`src/rtl/mul_seq_ctrl_pkg.sv`:
```
// Shared definitions for the iterative multiplier sequencer.
//   ALU function codes used by the EX stage, FSM state encodings,
//   default operand width and multiplier bits retired per cycle.
package mul_seq_ctrl_pkg;

    localparam int MUL_XLEN           = 32;
    localparam int MUL_BITS_PER_CYCLE = 2;
    localparam int ALU_FUNC_W         = 5;

    localparam logic [ALU_FUNC_W-1:0] ALU_ADD    = 5'd0;
    localparam logic [ALU_FUNC_W-1:0] ALU_MUL    = 5'd10;
    localparam logic [ALU_FUNC_W-1:0] ALU_MULH   = 5'd11;
    localparam logic [ALU_FUNC_W-1:0] ALU_MULHSU = 5'd12;
    localparam logic [ALU_FUNC_W-1:0] ALU_MULHU  = 5'd13;

    typedef enum logic [1:0] {
        MUL_STATE_IDLE = 2'd0,
        MUL_STATE_BUSY = 2'd1,
        MUL_STATE_DONE = 2'd2
    } mul_state_e;

    // Only the unsigned forms are handled by this unit.
    function automatic logic is_seq_mul(input logic [ALU_FUNC_W-1:0] func);
        return (func == ALU_MUL) || (func == ALU_MULHU);
    endfunction

endpackage

```
`src/rtl/mul_iter_datapath.sv`:
```
// Operand/accumulator datapath for the shift-add multiplier.
//   Holds mcand (2*XLEN), mplier (XLEN) and acc (2*XLEN).
//   i_clear : zero all registers (squash)
//   i_load  : mcand={0,opa}, mplier=opb, acc=0
//   i_step  : acc+=mcand*mplier[BPC-1:0]; mcand<<=BPC; mplier>>=BPC
//   o_acc_next  : accumulator value after the current step
//   o_rest_zero : mplier is zero after the current shift
//                 (port present only with MUL_EARLY_TERM_EN)
import mul_seq_ctrl_pkg::*;

module mul_iter_datapath #(
    parameter int XLEN = MUL_XLEN,
    parameter int BPC  = MUL_BITS_PER_CYCLE
) (
    input  logic              i_clk,
    input  logic              i_rst,
    input  logic              i_clear,
    input  logic              i_load,
    input  logic              i_step,
    input  logic [XLEN-1:0]   i_opa,
    input  logic [XLEN-1:0]   i_opb,
    output logic [2*XLEN-1:0] o_acc_next
`ifdef MUL_EARLY_TERM_EN
    ,
    output logic              o_rest_zero
`endif
);

    logic [2*XLEN-1:0] r_mcand;
    logic [XLEN-1:0]   r_mplier;
    logic [2*XLEN-1:0] r_acc;
    logic [2*XLEN-1:0] w_digit;
    logic [2*XLEN-1:0] w_partial;

    assign w_digit    = {{(2*XLEN-BPC){1'b0}}, r_mplier[BPC-1:0]};
    assign w_partial  = r_mcand * w_digit;
    assign o_acc_next = r_acc + w_partial;

`ifdef MUL_EARLY_TERM_EN
    assign o_rest_zero = ((r_mplier >> BPC) == '0);
`endif

    always_ff @(posedge i_clk or posedge i_rst) begin
        if (i_rst) begin
            r_mcand  <= '0;
            r_mplier <= '0;
            r_acc    <= '0;
        end else if (i_clear) begin
            r_mcand  <= '0;
            r_mplier <= '0;
            r_acc    <= '0;
        end else if (i_load) begin
            r_mcand  <= {{XLEN{1'b0}}, i_opa};
            r_mplier <= i_opb;
            r_acc    <= '0;
        end else if (i_step) begin
            r_acc    <= o_acc_next;
            r_mcand  <= r_mcand << BPC;
            r_mplier <= r_mplier >> BPC;
        end
    end

endmodule

```
`src/rtl/mul_seq_ctrl.sv`:
```
// Sequencer for the iterative shift-add multiplier (ALU_MUL / ALU_MULHU).
//   i_clk, i_rst (async, active-high)
//   i_start, i_alu_func, i_opa, i_opb : instruction held in ID/EX
//   i_flush  : squash an in-flight multiply
//   o_busy   : stall request to IF/ID and ID/EX (combinational)
//   o_done   : one-cycle pulse, o_result valid
//   o_result : product low half (MUL) or high half (MULHU)
// Optional feature: define MUL_EARLY_TERM_EN to leave BUSY as soon as the
// remaining multiplier bits are all zero.
//
// state | meaning
// IDLE  | waiting for a multiply in ID/EX
// BUSY  | retiring BITS_PER_CYCLE multiplier bits per cycle
// DONE  | result register valid, done pulse high
import mul_seq_ctrl_pkg::*;

module mul_seq_ctrl #(
    parameter int XLEN           = MUL_XLEN,
    parameter int BITS_PER_CYCLE = MUL_BITS_PER_CYCLE
) (
    input  logic                  i_clk,
    input  logic                  i_rst,
    input  logic                  i_start,
    input  logic [ALU_FUNC_W-1:0] i_alu_func,
    input  logic [XLEN-1:0]       i_opa,
    input  logic [XLEN-1:0]       i_opb,
    input  logic                  i_flush,
    output logic                  o_busy,
    output logic                  o_done,
    output logic [XLEN-1:0]       o_result
);

    localparam int ITER  = XLEN / BITS_PER_CYCLE;
    localparam int CNT_W = $clog2(ITER + 1);
    localparam logic [CNT_W-1:0] CNT_LOAD = CNT_W'(ITER);
    localparam logic [CNT_W-1:0] CNT_ONE  = CNT_W'(1);

    mul_state_e        r_state;
    logic [CNT_W-1:0]  r_cnt;
    logic              r_hi_sel;
    logic              r_done;
    logic [XLEN-1:0]   r_result;

    logic              w_accept;
    logic              w_in_busy;
    logic              w_last;
    logic [2*XLEN-1:0] w_acc_next;

    assign w_in_busy = (r_state == MUL_STATE_BUSY);
    assign w_accept  = (r_state == MUL_STATE_IDLE) && i_start
                       && is_seq_mul(i_alu_func) && !i_flush;

`ifdef MUL_EARLY_TERM_EN
    logic w_rest_zero;
    assign w_last = (r_cnt == CNT_ONE) || w_rest_zero;
`else
    assign w_last = (r_cnt == CNT_ONE);
`endif

    mul_iter_datapath #(
        .XLEN (XLEN),
        .BPC  (BITS_PER_CYCLE)
    ) u_datapath (
        .i_clk      (i_clk),
        .i_rst      (i_rst),
        .i_clear    (w_in_busy && i_flush),
        .i_load     (w_accept),
        .i_step     (w_in_busy && !i_flush),
        .i_opa      (i_opa),
        .i_opb      (i_opb),
        .o_acc_next (w_acc_next)
`ifdef MUL_EARLY_TERM_EN
        ,
        .o_rest_zero(w_rest_zero)
`endif
    );

    // Stall already in the accept cycle so ID/EX holds the instruction.
    assign o_busy   = w_in_busy || w_accept;
    assign o_done   = r_done;
    assign o_result = r_result;

    always_ff @(posedge i_clk or posedge i_rst) begin
        if (i_rst) begin
            r_state  <= MUL_STATE_IDLE;
            r_cnt    <= '0;
            r_hi_sel <= 1'b0;
            r_done   <= 1'b0;
            r_result <= '0;
        end else begin
            r_done <= 1'b0;
            case (r_state)
                MUL_STATE_IDLE: begin
                    if (w_accept) begin
                        r_state  <= MUL_STATE_BUSY;
                        r_cnt    <= CNT_LOAD;
                        r_hi_sel <= (i_alu_func == ALU_MULHU);
                    end
                end
                MUL_STATE_BUSY: begin
                    if (i_flush) begin
                        r_state <= MUL_STATE_IDLE;
                        r_cnt   <= '0;
                    end else begin
                        r_cnt <= r_cnt - CNT_ONE;
                        if (w_last) begin
                            // Capture the accumulator including this final step.
                            r_state  <= MUL_STATE_DONE;
                            r_done   <= 1'b1;
                            r_result <= r_hi_sel ? w_acc_next[2*XLEN-1:XLEN]
                                                 : w_acc_next[XLEN-1:0];
                        end
                    end
                end
                // Already committed to EX/MEM: flush and start are ignored here.
                MUL_STATE_DONE: r_state <= MUL_STATE_IDLE;
                default:        r_state <= MUL_STATE_IDLE;
            endcase
        end
    end

endmodule
```
`config.mk`:
```
export PLATFORM = sky130hd
export DESIGN_NAME = mul_seq_ctrl
export DESIGN_NICKNAME = d
export VERILOG_FILES = /design/src/rtl/mul_seq_ctrl_pkg.sv /design/src/rtl/mul_iter_datapath.sv /design/src/rtl/mul_seq_ctrl.sv
export SDC_FILE = /design/constraint.sdc
export NUM_CORES = 1
export LEC_CHECK = 0
export CORE_UTILIZATION = 40
export DETAILED_ROUTE_END_ITERATION = 8
export SLEW_MARGIN = 20
export SYNTH_ARGS = -nofsm -noshare
export SYNTH_HDL_FRONTEND = slang
export SYNTH_SLANG_ARGS = --single-unit
```
`constraint.sdc`:
```
create_clock -name i_clk -period 8.2 [get_ports i_clk]
set_input_delay 2.46 -clock i_clk [delete_from_list [all_inputs] [get_ports i_clk]]
set_output_delay 2.46 -clock i_clk [all_outputs]
set_load 0.02 [all_outputs]
```
# Yosys cells after proc, flatten, opt, wreduce, memory -nomap -nowiden
# Index checks and enable logic that the tools add are counted.
dict set report totals {
  reg_bits 201
  word_cells 53
  inputBits 73
}
dict set report op_classes {
  reduce_logical 15
  mul 1
  add_sub_neg 2
  muxes 20
  bitwise_logic 1
  eq_ne 6
}
# op n
set ops {}
lappend ops {{2-to-1 mux 64 bit} 6}
lappend ops {{2-to-1 mux 32 bit} 4}
lappend ops {{adder 64 bit} 1}
lappend ops {{multiplier 64 x 2 -> 64 bit} 1}
lappend ops {{equality test 5 x 4 -> 1 bit, second input constant} 2}
lappend ops {{2-to-1 mux 5 bit} 2}
lappend ops {{one-hot mux 5 bit (2 select lines)} 1}
lappend ops {{2-to-1 mux 2 bit} 3}
lappend ops {{AND reduction 2 bit} 3}
lappend ops {{equality test 5 x 1 -> 1 bit, second input constant} 1}
lappend ops {{logical AND 1 bit} 5}
lappend ops {{subtractor 5 x 1 -> 5 bit, second input constant} 1}
lappend ops {{one-hot mux 2 bit (2 select lines)} 1}
lappend ops {{2-to-1 mux 1 bit} 3}
lappend ops {{!= test 3 x 2 -> 1 bit, second input constant} 1}
lappend ops {{AND reduction 3 bit} 1}
lappend ops {{nonzero test 3 bit} 1}
lappend ops {{equality test 2 x 1 -> 1 bit, second input constant} 1}
lappend ops {{zero test 2 bit} 1}
lappend ops {{logical OR 1 bit} 2}
lappend ops {{!= test 2 bit, second input constant} 1}
lappend ops {{nonzero test 2 bit} 1}
lappend ops {{zero test 1 bit} 1}
lappend ops {{inverter 1 bit} 1}

# Depth between registers and ports, before layout
# Gate-level depths: netlist (run 1).
dict set report depth {
  word_depth 6
  ltp_mapped 17
  mapped_depth_nobuf 15
}

# By module
# Synthesis (run 1) repeated with hierarchy kept, for this count alone.
dict set report hier_totals {
  hier_cells 1779
  hier_area_um2 15548.7
}
# module cells_per_inst area_each_um2 n_inst seq_area_each_um2
set by_module_without_submodules {}
lappend by_module_without_submodules {mul_iter_datapath 1626 13287.7 1 4003.8}
lappend by_module_without_submodules {mul_seq_ctrl 153 2260.9 1 1026.0}

# Least setup slack after synthesis (run 1)
# Ideal clock, no wire load.
dict set report synth_timing {
  kind {input port to output port}
  startpoint {in i_flush}
  endpoint {out o_busy}
  arrival_ps 3630
  n_path_buf 1
  path_slack_ps 2110
  path_stages 6
  required_time_ps 5740
  cell_sequence {nor2_1 -> nand4_1 -> nor2_1 -> nor2b_1 -> inv_1 -> clkbuf_1}
}
dict set report synth_via {
  elab_chain_cells 3
}
# item line_no
set synth_rtl {}
lappend synth_rtl {{start, declared} mul_seq_ctrl.sv:27} ;# input logic i_flush,
lappend synth_rtl {{zero test 1 bit} mul_seq_ctrl.sv:51} ;# && is_seq_mul(i_alu_func) && !i_flush;
lappend synth_rtl {{logical AND 1 bit} mul_seq_ctrl.sv:51}
lappend synth_rtl {{logical OR 1 bit} mul_seq_ctrl.sv:79} ;# assign o_busy = w_in_busy || w_accept;
lappend synth_rtl {{end, declared} mul_seq_ctrl.sv:28} ;# output logic o_busy,
# Every way passes these cells.

# Worst setup path after layout (run 1)
# Ends and elaborated chain as after synthesis.

==> reports/metrics.yaml, run 1 <==
logic_synthesis:
  yosysSeqAreaShare_pct: 36.1
  synth_top_family_by_area: "compound AO/OA/AOI/OAI gates"
  synthTopCellsByCount: "253 x nand2_1, 252 x inv_1, 201 x dfrtp_1"
  yosysTopAreaCellShare_pct: 36.1
  synth-simple-area-share_pct: 13.1
  synthTopCellsByArea: "dfrtp_1 36%, fa_1 9.0%, nand2_1 6.8%"
  yosysMostFrequentCell: "nand2_1"
  synth-seq-cells: 201
  synth_area_sq_mm: 0.0139
  ys_types: 67
  synth_xor_area_share_pct: 3.90
  synthMuxAreaShare_pct: 1.03
  synth_fa_ha_area_share_pct: 14.9
  synth.avg_cell_area_sq_um: 8.68
  synth_warnings: 0
  syn-num-nets: 1807
  synth_compound_area_share_pct: 21.8
  synth_top_cell_by_area: "dfrtp_1"
  synthCells: 1606
  synth_ff_type: "dfrtp_1"
  synth_edf_count: 0
  async_flop_share_pct: 100
sta:
  grt_setup_unrepaired: "no"
  fin_crit_sh_pct: 81.9
  slew_violations: 0
  hold_viol_final: 0
  fin_worst_skew_ps: 11.5
  tightest_slew_ps: 956
  fmax_mhz: 149
  min_period_ps: 6720
  finalSetupViolations: 0
  fin_tns_setup_ps: 0
  relSlewSlack_pct: 36.3
drt:
  routed_wirelength_um: 39900
  num_vias: 11800
  drc: 0
  final_antenna_net_count: 0
  viasPerCell: 5.56
  drt_iter0_markers: 1014
  drtPass1Iterations: 7
  wl_per_cell_um: 18.8
place:
  numPortBuffers: 106
  dpl.hpwl_um: 29200
  dpl_cell_area_sq_mm: 0.0154
  place.gp.congestion: 0.947
finish:
  nets: 1863
  area_growth_pct: 16.1
  n_antenna_cell: 0
  finish.instance_area_sq_mm: 0.0162
  drive_gt1_share_pct: 3.81
  n_fill_cell: 3340
clock_tree:
  cts_inserted_buffers: 24
  ctsLongestPathBuffers: 3
  root_buffer: "clkbuf_16"
  numClockSinks: 201
  htree_num_levels: 1
  insertion_delay_ps: 530
  cts.clk_slew.worst_paths_ps: 50
  post_cts_buffers: 0
  ctsResizeCount: 0
  cts_hold_buf: 0
  cts_tree: "done"
setup_path:
  cpMostUsedCell: "clkdlybuf4s50_1"
  path_cells: "clkdlybuf4s50_1, nor2_1, nand4_1, nor2_4, nor2b_4, inv_1, clkdlybuf4s50_1"
  cp-end-kind: "primary output"
  cpPeakStageDelay_ps: 600
  critPathArrivalTime_ps: 4260
  startpoint_type: "primary input"
  worst_path_max_delay_cell: "clkdlybuf4s50_1"
  crit_type: "in2out"
  crit_fanout: 3
  cp.required_ps: 5740
global_routing:
  grt_pass1_wl_um: 65100
  grt_max_degree: 148
  grt_pass1_vias: 11700
  grt_usage_pct: 22.8
  gr-total-overflow: 0
  antenna_found_initial: 1
hold_path:
  worstHoldPathType: "reg2reg"
floorplan:
  core_sq_mm: 0.0339
  ios: 107
  die_area_sq_mm: 0.0356
  rows: 67
  start_util_pct: 41.2
  die_w_um: 189
  die_y_um: 189
power:
  ir_worst_vdd_mv: 0.137
  cellLeakagePower_uw: 0.00808
  power.density_mw_per_mm2: 175
flow_run:
  cap_viol_max_count: 0
status:
  status: "finished, final reports clean"
==> cell type report <==
type	count	area [sq um]	area share (%)
clock buffers	37	711	4.39
well taps	448	561	3.46
repair buffers	117	1160	7.15
multi-input cells	1065	7650	47.3
clock inverters	6	111	0.688
flip-flops and latches	201	5030	31.1
inverters	253	957	5.92
==> worst max-delay path, delay by kind of cell <==
family | cells | cell delay [ps]
AND/OR/NAND/NOR | 4 | 640
buffers and inverters | 3 | 1160
==> per-stage QoR <==
| step | worst slack [ps] | total power, uW | hold WS [ps] | cells | util [%] |
|---|---|---|---|---|---|
| detailed placement | 1460 | 1740 | 469 | 2084 | 45.3 |
| CTS | 1470 | 2870 | 482 | 2127 | 47.8 |
| finish | 1480 | 2840 | 476 | 2127 | 47.8 |
| global route | 1370 | 2980 | 505 | 2127 | 47.8 |
| floorplan | 258 | 1530 | 459 | 1606 | - |
| global placement | 1510 | 1730 | 467 | 2084 | 45.3 |
==> report_power, final <==
| part | leakage (uW) | switching (uW) | internal (uW) |
|---|---|---|---|
| logic | 0.00494 | 291 | 206 |
| clock network | 0.000397 | 432 | 689 |
| registers | 0.00274 | 127 | 1090 |
| total | 0.00808 | 850 | 1990 |
==> worst paths after layout <==
check	start	to	slack, ps	cells past startpoint
setup / recovery	i_flush	o_busy	1480	7
hold / removal	o_result[1]$_DFFE_PP0P_	o_result[1]$_DFFE_PP0P_	480	2
setup reg to reg	u_datapath.r_mplier[1]$_DFFE_PP0P_	u_datapath.r_acc[58]$_DFFE_PP0P_	2620	15
hold reg to reg	o_result[1]$_DFFE_PP0P_	o_result[1]$_DFFE_PP0P_	480	2
max in group asynchronous	i_rst	u_datapath.r_acc[25]$_DFFE_PP0P_	4510	3
min in group asynchronous	i_rst	u_datapath.r_acc[56]$_DFFE_PP0P_	2520	2
==> layer usage <==
metal / GRT usage (%) / wire length (um)
met2: 36.8 / 18300
met5: 0 / 19
met1: 32.0 / 18500
met3: 2.79 / 1960
met4: 6.30 / 1130
==> kinds of logic (layout without fill, tap and decap cells) <==
group | count (synthesis) | count (layout)
adder cells (fa/ha/maj) | 128 | 128
AND/OR/NAND/NOR | 421 | 421
AO/OA/AOI/OAI | 440 | 440
flip-flops | 201 | 201
multiplexers | 14 | 14
buffers and inverters | 340 | 413
XOR/XNOR | 62 | 62
==> layout by cell type (no fill, tap or decap), types with 6 or more instances in the layout <==
cell type | synthesis | layout
a22oi_1 | 6 | 6
o31ai_1 | 9 | 9
o21bai_1 | 10 | 10
nand3_1 | 15 | 14
o22ai_1 | 12 | 12
dfrtp_1 | 201 | 199
clkbuf_16 | 0 | 25
inv_1 | 252 | 251
nand2b_1 | 7 | 7
and3_1 | 7 | 7
nor2_1 | 63 | 61
nor3_1 | 15 | 15
nor2b_1 | 8 | 7
o21ai_0 | 110 | 110
a31oi_1 | 15 | 15
ha_1 | 65 | 65
and2_1 | 19 | 19
fa_1 | 63 | 63
xnor2_1 | 31 | 31
o211ai_1 | 6 | 6
a21o_1 | 32 | 32
o21a_1 | 9 | 9
clkbuf_1 | 76 | 8
clkdlybuf4s50_1 | 0 | 106
a22o_1 | 47 | 47
xor2_1 | 31 | 31
buf_4 | 0 | 10
mux2i_1 | 11 | 11
a222oi_1 | 60 | 60
nand4_1 | 19 | 19
a21oi_1 | 86 | 86
nand2_1 | 253 | 253
==> sequential cells by signal, summed over array words and instances (netlist names) <==
| name | flops |
|---|---|
| u_datapath.r_mplier | 32 |
| r_cnt | 5 |
| o_result | 32 |
| u_datapath.r_mcand | 64 |
| r_state | 2 |
| o_done | 1 |
| r_hi_sel | 1 |
| u_datapath.r_acc | 64 |
No activity file was read; power rests on OpenSTA's default activity.
==> run 2: changes to the inputs <==
==> constraint.sdc (replaced) <==
create_clock -name i_clk -period 6 [get_ports i_clk]
set_input_delay 1.8 -clock i_clk [delete_from_list [all_inputs] [get_ports i_clk]]
set_output_delay 1.8 -clock i_clk [all_outputs]
set_load 0.02 [all_outputs]
==> reports/metrics.yaml, run 2 (synthesis gave the netlist of run 1 again) <==
setup_path:
  cpMostUsedCell: "clkdlybuf4s50_1"  # unchanged
  crit_fanout: 3  # unchanged
  reg2regPathDepth: 16  # was 15
  worst_path_max_delay_cell: "clkdlybuf4s50_1"  # unchanged
  cp-end-kind: "primary output"  # unchanged
  cp.required_ps: 4200  # was 5740 ps
  path_cells: "clkdlybuf4s50_1, nor2_1, nand4_1, nor2_4, nor2b_4, inv_1, clkdlybuf4s50_1"  # unchanged
  crit_type: "in2out"  # unchanged
  r2r-start: "u_datapath.r_mplier[1]$_DFFE_PP0P_"  # unchanged
  startpoint_type: "primary input"  # unchanged
  critPathArrivalTime_ps: 3670  # was 4260 ps
  r2r_end: "u_datapath.r_acc[58]$_DFFE_PP0P_"  # unchanged
  cp.buffers_inverters: 3  # unchanged
  cpPeakStageDelay_ps: 630  # was 600 ps
  crit_family: "buffers and inverters"  # unchanged
  r2r_slack_ps: 960  # was 2620 ps
floorplan:
  start_util_pct: 41.2  # unchanged
  die_y_um: 189  # unchanged
  core_sq_mm: 0.0339  # unchanged
  die_w_um: 189  # unchanged
  rows: 67  # unchanged
  die_area_sq_mm: 0.0356  # unchanged
  ios: 107  # unchanged
global_routing:
  antenna_found_initial: 1  # unchanged
  grt_pass1_vias: 12000  # was 11.7k
  gr-total-overflow: 0  # unchanged
  grt_pass1_wl_um: 65100  # about the same
  grt_max_degree: 93  # was 148
  grt_usage_pct: 22.9  # was 22.8%
finish:
  n_fill_cell: 3369  # was 3340
  final_common_cell: "nand2_1"  # unchanged
  area_growth_pct: 16.1  # about the same
  regArea_sq_mm: 0.00503  # unchanged
  multi_input_area_sq_mm: 0.00765  # unchanged
  n_antenna_cell: 0  # unchanged
  fin_cells: 2131  # was 2127
  nets: 1868  # was 1863
  largestRegisters: "u_datapath.r_acc x64, u_datapath.r_mcand x64"  # unchanged
  fin_util_pct: 47.8  # about the same
  drive_gt1_share_pct: 4.28  # was 3.81%
  most-common-layout-cells: "253 x nand2_1, 251 x inv_1, 199 x dfrtp_1"  # unchanged
hold_path:
  worstHoldPathType: "reg2reg"  # unchanged
  hold_depth: 2  # unchanged
  whs_endpoint: "o_result[1]$_DFFE_PP0P_"  # unchanged
  min_from: "o_result[1]$_DFFE_PP0P_"  # unchanged
place:
  dp_cells: 2089  # was 2084
  numPortBuffers: 106  # unchanged
  place.gp.congestion: 0.965  # was 0.947
  dpl.hpwl_um: 29400  # was 29200 um
  post-place-ws_ps: 529  # was 1460 ps
clock_tree:
  cts_tree: "done"  # unchanged
  cts.clk_slew.worst_paths_ps: 50  # about the same
  post_cts_buffers: 0  # unchanged
  ctsLongestPathBuffers: 3  # unchanged
  cts_hold_buf: 0  # unchanged
  root_buffer: "clkbuf_16"  # unchanged
  insertion_delay_ps: 540  # was 530 ps
  ctsResizeCount: 0  # unchanged
  cts_inserted_buffers: 24  # unchanged
  numClockSinks: 201  # unchanged
  htree_num_levels: 1  # unchanged
drt:
  routed_wirelength_um: 39900  # about the same
  drt_iter0_markers: 1014  # unchanged
  num_vias: 11800  # about the same
  wl_per_cell_um: 18.7  # was 18.8 um
  drtPass1Iterations: 8  # was 7
  drc: 0  # unchanged
  viasPerCell: 5.52  # was 5.56
  final_antenna_net_count: 0  # unchanged
power:
  p_total_uw: 3790  # was 2840 uW
  ir_worst_vdd_mv: 0.209  # was 0.137 mV
  cellLeakagePower_uw: 0.00809  # was 0.00808 uW
  power.density_mw_per_mm2: 234  # was 175 mW/mm^2
sta:
  grt_setup_unrepaired: "no"  # unchanged
  fmax_mhz: 183
  min_period_ps: 5470
  finalSetupViolations: 0  # unchanged
  relSlewSlack_pct: 38.9  # was 36.3%
  slew_violations: 0  # unchanged
  hold_viol_final: 0  # unchanged
  tightest_slew_ps: 917  # was 956 ps
  setup_ws_ps: 528  # was 1480 ps
  fin_crit_sh_pct: 91.2
  fin_worst_skew_ps: 19.3  # was 11.5 ps
  fin_tns_setup_ps: 0  # unchanged
flow_run:
  cap_viol_max_count: 0  # unchanged
status:
  status: "finished, final reports clean"  # unchanged
-- run 2: cell count changes in the layout (fill, tap and decap cells not counted), sizes merged --
cell	delta
buf	+5
bufinv	-3
clkinv	+2
clkbuf	-1
clkinvlp	+1
-- run 2: tightest hold or removal path, cell delays in order, from the launching register on --
cell     delay, ps
dfrtp_1        340
nand2_1         40
o21ai_0         60
-- run 2: metrics by stage --
stage	cell area, sq um	hold WS (ps)
after floorplan	13900	459
after global placement	15400	467
after detailed placement	15400	476
after CTS	16200	488
after global routing	16200	509
final	16200	482
-- run 2: cell type report --
class / instances / share of cell area (%)
Tap cell: 448 / 3.46
Clock buffer: 36 / 4.56
Sequential cell: 201 / 31.1
Multi-Input combinational cell: 1065 / 47.3
Inverter: 253 / 5.89
Timing Repair Buffer: 122 / 7.46
Clock inverter: 6 / 0.224
-- run 2: metal layers --
metal  vias up  global-route usage (%)  routed length [um]  share of wire [%]
met5         -                       0                   0                  0
met4         0                    6.45                1080                2.7
met3        51                    2.91                1750                4.4
met2       281                    37.5               18800                 47
met1      5808                    31.7               18300                 46
li1       5620                       -                   -                  -
-- run 2: how the worst max path moves through the flow --
stage / start / to / slack [ps] / cells after the start
6_report: i_flush / o_busy / 530 / 7
5_1_grt: i_flush / o_busy / 410 / 7
4_1_cts: i_flush / o_busy / 520 / 7
3_5_place_dp: i_flush / o_busy / 530 / 7
3_3_place_gp: i_flush / o_busy / 550 / 7
2_1_floorplan: i_flush / o_busy / 1230 / 6
-- run 2: report_power, final --
| part | switching (uW) | total [uW] | internal (uW) | leakage (uW) |
|---|---|---|---|---|
| sequential | 155 | 1650 | 1500 | 0.00274 |
| combinational | 417 | 703 | 286 | 0.00497 |
| clock | 589 | 1430 | 844 | 0.000383 |
